--- src/rtl/clk_rst_seq.sv ---
// Reset/clock-enable sequencer: waits for PLL lock, releases N_DOM domain resets
// in timed steps, and produces a divided clock-enable pulse train per domain.
module clk_rst_seq #(
  parameter int N_DOM        = 4,
  parameter int DIV_W        = 4,
  parameter int STEP_DLY     = 4,
  parameter int SOFT_HOLD    = 8,
  parameter int LOCK_TIMEOUT = 32
) (
  input  logic                   clk_i,
  input  logic                   rstn_i,
  input  logic                   testmode_i,
  input  logic                   clk_sel_i,
  input  logic                   pll_lock_i,
  input  logic                   soft_reset_en_i,
  input  logic                   soft_reset_req_i,
  input  logic [N_DOM*DIV_W-1:0] div_ratio_i,
  output logic [N_DOM-1:0]       rstn_o,
  output logic [N_DOM-1:0]       clk_en_o,
  output logic                   pll_lock_o,
  output logic                   lock_timeout_o,
  output logic                   busy_o
);

  localparam int REL_LEN = STEP_DLY * N_DOM;
  localparam int REL_W   = $clog2(REL_LEN + 1);
  localparam int TO_W    = $clog2(LOCK_TIMEOUT + 1);
  localparam int HOLD_W  = $clog2(SOFT_HOLD + 1);
  localparam logic [REL_W-1:0]  REL_END   = REL_W'(REL_LEN);
  localparam logic [TO_W-1:0]   TO_MAX    = TO_W'(LOCK_TIMEOUT);
  localparam logic [HOLD_W-1:0] HOLD_LAST = HOLD_W'(SOFT_HOLD - 1);

  typedef enum logic [1:0] {
    WAIT_LOCK   = 2'd0,
    RELEASE     = 2'd1,
    RUN         = 2'd2,
    SOFT_ASSERT = 2'd3
  } state_t;

  state_t            state, state_nxt;
  logic [TO_W-1:0]   tcnt, tcnt_nxt;
  logic [REL_W-1:0]  rel_cnt, rel_nxt, rel_inc;
  logic [HOLD_W-1:0] hold_cnt, hold_nxt;
  logic              timeout_q, timeout_nxt;
  logic              sync_p0, sync_p1, lock_s;
  logic              lock_loss, soft_trig;
  logic [N_DOM-1:0]  rstn_q, rstn_nxt;
  logic [N_DOM-1:0]  en_q, en_nxt;
  logic              busy_q, busy_nxt;
  logic [DIV_W-1:0]  cnt_q   [N_DOM];
  logic [DIV_W-1:0]  cnt_nxt [N_DOM];

  // Stage p0/p1: two-flop synchroniser for the asynchronous lock input
  always_ff @(posedge clk_i) begin
    if (!rstn_i) begin
      sync_p0 <= 1'b0;
      sync_p1 <= 1'b0;
    end else begin
      sync_p0 <= pll_lock_i;
      sync_p1 <= sync_p0;
    end
  end

  assign lock_s  = sync_p1;
  assign rel_inc = rel_cnt + 1'b1;

  // Once the timeout fallback has been taken the sequence runs without lock.
  assign lock_loss = clk_sel_i & ~lock_s & ~timeout_q;
  assign soft_trig = soft_reset_req_i & soft_reset_en_i;

  always_ff @(posedge clk_i) begin
    if (!rstn_i) begin
      state     <= WAIT_LOCK;
      tcnt      <= '0;
      rel_cnt   <= '0;
      hold_cnt  <= '0;
      timeout_q <= 1'b0;
    end else begin
      state     <= state_nxt;
      tcnt      <= tcnt_nxt;
      rel_cnt   <= rel_nxt;
      hold_cnt  <= hold_nxt;
      timeout_q <= timeout_nxt;
    end
  end

  always_comb begin
    state_nxt   = state;
    tcnt_nxt    = tcnt;
    rel_nxt     = rel_cnt;
    hold_nxt    = hold_cnt;
    timeout_nxt = timeout_q;
    case (state)
      WAIT_LOCK: begin
        if (!clk_sel_i || lock_s) begin
          state_nxt = RELEASE;
          rel_nxt   = '0;
        end else if (tcnt >= TO_MAX) begin
          timeout_nxt = 1'b1;
          state_nxt   = RELEASE;
          rel_nxt     = '0;
        end else begin
          tcnt_nxt = tcnt + 1'b1;
        end
      end
      RELEASE: begin
        rel_nxt = rel_inc;
        if (rel_inc == REL_END) state_nxt = RUN;
      end
      RUN: state_nxt = RUN;
      SOFT_ASSERT: begin
        if (hold_cnt == HOLD_LAST) begin
          state_nxt = RELEASE;
          rel_nxt   = '0;
        end else begin
          hold_nxt = hold_cnt + 1'b1;
        end
      end
      default: state_nxt = WAIT_LOCK;
    endcase
    // Lock loss outranks a simultaneous soft request.
    if (state != WAIT_LOCK) begin
      if (lock_loss) begin
        state_nxt = WAIT_LOCK;
        tcnt_nxt  = '0;
      end else if (soft_trig) begin
        state_nxt = SOFT_ASSERT;
        hold_nxt  = '0;
      end
    end
  end

  always_comb begin
    rstn_nxt = '0;
    busy_nxt = (state_nxt != RUN);
    if (state_nxt == RELEASE || state_nxt == RUN) begin
      rstn_nxt = rstn_q;
      if (state == RELEASE) begin
        for (int k = 0; k < N_DOM; k++) begin
          if (rel_inc >= REL_W'(STEP_DLY * (k + 1))) rstn_nxt[k] = 1'b1;
        end
      end
    end
    for (int k = 0; k < N_DOM; k++) begin
      en_nxt[k]  = 1'b0;
      cnt_nxt[k] = '0;
      if (rstn_nxt[k]) begin
        if (cnt_q[k] >= div_ratio_i[k*DIV_W +: DIV_W]) en_nxt[k] = 1'b1;
        else cnt_nxt[k] = cnt_q[k] + 1'b1;
      end
    end
  end

  always_ff @(posedge clk_i) begin
    if (!rstn_i) begin
      rstn_q <= '0;
      en_q   <= '0;
      busy_q <= 1'b1;
      for (int k = 0; k < N_DOM; k++) cnt_q[k] <= '0;
    end else begin
      rstn_q <= rstn_nxt;
      en_q   <= en_nxt;
      busy_q <= busy_nxt;
      for (int k = 0; k < N_DOM; k++) cnt_q[k] <= cnt_nxt[k];
    end
  end

  assign rstn_o         = testmode_i ? {N_DOM{rstn_i}} : rstn_q;
  assign clk_en_o       = testmode_i ? {N_DOM{1'b1}} : en_q;
  assign pll_lock_o     = lock_s | ~clk_sel_i;
  assign lock_timeout_o = timeout_q;
  assign busy_o         = busy_q;

endmodule

--- config.mk ---
export PLATFORM = sky130hd
export DESIGN_NAME = clk_rst_seq
export DESIGN_NICKNAME = d
export VERILOG_FILES = /design/src/rtl/clk_rst_seq.sv
export SDC_FILE = /design/constraint.sdc
export NUM_CORES = 1
export LEC_CHECK = 0
export CAP_MARGIN = 10
export CELL_PAD_IN_SITES_DETAIL_PLACEMENT = 2
export CELL_PAD_IN_SITES_GLOBAL_PLACEMENT = 2
export CORE_MARGIN = 2
export CORE_UTILIZATION = 36
export CTS_CLUSTER_SIZE = 12
export DETAILED_ROUTE_END_ITERATION = 10
export PLACE_DENSITY_LB_ADDON = 0.1
export SYNTH_ARGS = -nofsm -noshare
export SYNTH_HDL_FRONTEND = slang
export SYNTH_SLANG_ARGS = --single-unit
--- constraint.sdc ---
create_clock -name clk_i -period 8.3 [get_ports clk_i]
set_input_delay 0.83 -clock clk_i [delete_from_list [all_inputs] [get_ports clk_i]]
set_output_delay 0.83 -clock clk_i [all_outputs]
set_load 0.01 [all_outputs]
==> key figures <==
Routing
  • Routed wire length: 5910 um
  • Via count: 2028
  • Drt initial violations: 43
  • Post-DRT Antenna Nets: 0
  • Drt wl/cell: approximately 15 um
  • Drt first pass iters: 4
  • Via density: around 5.2
  • DRC viols: 0

Global routing
  • Pin count of the biggest net entering global routing: 19
  • Overflow after GRT: 0
  • First-pass GRT wire length: between 10000 and 15000 um
  • Initial antenna violation count: 0
  • Vias in the first global route: approximately 2200
  • Global-route usage over all layers: 0.178

Floorplan
  • I/O pin total: 34
  • Total core area: about 6700 um2
  • Die height: between 80 and 90 um
  • Rows: 30
  • DIE WIDTH: 86.4 um
  • Initial Utilization: 0.366
  • Die area: about 7500 um2

Min path
  • Tightest Hold Check Type: register to register

Critical path
  • Data arrival, critical path: roughly 2.5 ns
  • Critical path origin: rstn_i
  • Critical Path End: rstn_o[2]
  • Reg2reg path depth: 9
  • Setup slack, reg-to-reg: roughly 5 ns
  • Crit start category: primary input
  • Data required, critical path: 7.47 ns
  • Worst Path Max Fanout: 13
  • Worst r2r dst: cnt_q[2][3]
  • Kind of critical path: primary input to primary output
  • Reg2reg start: rel_cnt[1]
  • Element type at the critical path end: primary output

STA
  • Setup Skew: ~0.0029 ns
  • Max Transition Viols Final: 0
  • Crit share post-route: 0.406
  • Rel. slew slack: 0.422
  • Fin Setup TNS: 0 ns
  • Final hold vios: 0
  • RSZ-0062 raised after global routing: no
  • Finish-stage setup viols: 0
  • Fmax: a little under 300 MHz
  • Min cycle time layout: ~3.4 ns
  • Worst slew pin tran: between 0.8 and 0.9 ns

Clock network
  • Clock transition at the registers of the reported paths: roughly 0.08 ns
  • Clk root buf: clkbuf_8
  • CTS tree: built
  • Worst-case clock buffer depth: 2
  • Clock Sinks: 45
  • Postcts setup bufs: 0
  • Worst-Skew Late Latency: slightly below 0.3 ns
  • TritonCTS Buffers: 5
  • CTS HTree Levels: 2
  • Hold-fix buffers at CTS: 0
  • Post-CTS Resized: 0

Synth
  • Combinational family with the most area after synthesis: simple AND/OR/NAND/NOR gates
  • Post-Synth XOR/XNOR Area: 0.0537
  • Post-synth EDFFs: 0
  • Syn_area_per_cell: roughly 8.9 um2
  • Distinct cells, synth: 48
  • Async S/R FF share, synth: 0
  • Syn nets: between 300 and 400
  • Adder-cell share of the synthesized area: 0.133
  • Cell area after synthesis: around 2400 um2
  • Area share of and/or/nand/nor cells after synthesis: 0.216
  • Yosys warns: 0
  • Yosys reg bits: between 40 and 50
  • Ys flop type: dfxtp_1
  • Post-synthesis compound-gate area fraction: 0.127
  • Cells after synthesis: 276
  • Multiplexer area fraction after synthesis: 0.0312
  • Sequential fraction of the synthesis area: 0.368

Pwr
  • Switching Fraction: 0.236
  • Net load switching power: approximately 110 uW
  • Sequential share of power: 0.500
  • Combinational share of power: 0.111
  • Int Pwr: ~340 uW
  • Peak supply drop: ~0.063 mV
  • Pwr per Cell Area: 152 nW/um2
  • Clock power frac: 0.388
  • Total Power: between 400 and 500 uW
  • LEAKAGE: roughly 0.0012 uW

Cells and area
  • Antenna diodes: 0
  • Fin nets: between 300 and 400
  • Area delta synth->final: 20.3%
  • Ratio of cells with drive above 1 in the final layout: 0.0682

Job
  • Max-cap violations: 0

Placed design
  • Post-DP HPWL: about 4500 um
  • Port Buf Inserts: 33
  • Global placement routability congestion: around 0.72

Status
  • Status: complete, no violations
[registers in the layout, summed over array words and instances, names as in the netlist]
| register | cells |
|---|---|
| cnt_q | 16 |
| tcnt | 6 |
| rel_cnt | 5 |
| en_q | 4 |
| hold_cnt | 4 |
| rstn_q | 4 |
| state | 2 |
| busy_o | 1 |
| lock_s | 1 |
| lock_timeout_o | 1 |
| sync_p0 | 1 |
[area by class of cell]
class | instances | area (um2)
clock buffers | 7 | 86.3
clock inverters | 1 | 30.0
fillers | 775 | 3740
inverters | 32 | 120
multi-input cells | 190 | 1370
flip-flops and latches | 45 | 901
well taps | 80 | 100
repair buffers | 33 | 330
[cell families after synthesis]
| family | after synthesis |
|---|---|
| mux | 5 |
| buf+inv | 41 |
| compound gates | 47 |
| flops | 45 |
| fa+ha+maj | 26 |
| xor+xnor | 15 |
| simple gates | 97 |
[cells in the final DEF, fill, tap and decap left out, drive strengths merged, types with 2 or more instances in the layout]
cell / count
clkdlybuf4s50: 33
o31ai: 3
mux2i: 4
nand2: 11
or2: 4
a211oi: 3
nor3: 19
nor2b: 5
a22oi: 2
a32o: 2
dfxtp: 45
or3b: 2
o21ai: 15
nand3b: 4
xor2: 8
nor2: 17
a21oi: 12
ha: 26
nand3: 14
a22o: 2
and2: 2
nor3b: 2
nand2b: 7
clkbuf: 7
and3: 5
xnor2: 7
inv: 32
[Yosys cell counts (all sizes together) (3+ instances only)]
library cell,count,area [um2]
xnor2,7,61.3
nand3b,4,30.0
o21ai,15,75.1
inv,32,120
xor2,8,70.1
nand3,14,70.1
buf,5,35.0
or2,4,25.0
and3,5,36.3
mux2i,4,65.1
a211oi,3,27.5
clkbuf,4,15.0
nand2,11,41.3
nor2b,5,31.3
ha,26,325
a21oi,12,60.1
nand2b,7,43.8
nor2,17,63.8
o31ai,3,32.5
dfxtp,45,901
nor3,19,95.1
[critical path, stage by stage]
cell             delay, ns
clkdlybuf4s50_1       0.76
nand2_1               0.23
o21ai_0               0.14
clkdlybuf4s50_1       0.57
[stage by stage]
stage / cell area (um2) / instances / setup WS [ns] / utilization / hold WS, ns
5_1_grt: 2940 / 388 / 4.73 / 0.440 / 0.526
3_3_place_gp: 2830 / 380 / 4.93 / 0.423 / 0.450
6_report: 2940 / 388 / 4.93 / 0.440 / 0.496
4_1_cts: 2940 / 388 / 4.90 / 0.440 / 0.498
3_5_place_dp: 2830 / 380 / 4.80 / 0.423 / 0.475
2_1_floorplan: 2440 / 276 / 5.57 / - / 0.412
[worst min path at each step]
stage	start	end	cells past startpoint
6_report	cnt_q[3][0]	cnt_q[3][0]	1
5_1_grt	cnt_q[3][0]	cnt_q[3][0]	1
4_1_cts	sync_p0	lock_s	1
3_5_place_dp	sync_p0	lock_s	1
3_3_place_gp	sync_p0	lock_s	1
2_1_floorplan	sync_p0	lock_s	1
[power groups by stage]
stage	Sequential [uW]	Clock (uW)	Combinational, uW
6_report	224	174	49.8
3_3_place_gp	229	0	48.7
2_1_floorplan	225	0	29.2
5_1_grt	225	187	56.7
3_5_place_dp	229	0	50.6
4_1_cts	224	179	51.2
[layer usage]
layer / vias up / global-route usage / wire length, um
met5: - / 0 / 0
met2: 21 / 0.318 / 3070
met3: 4 / 0.0314 / 106
li1: 1010 / - / -
met1: 993 / 0.216 / 2670
met4: 0 / 0.0554 / 64
Note: power is estimated with default switching activity, not from simulation.
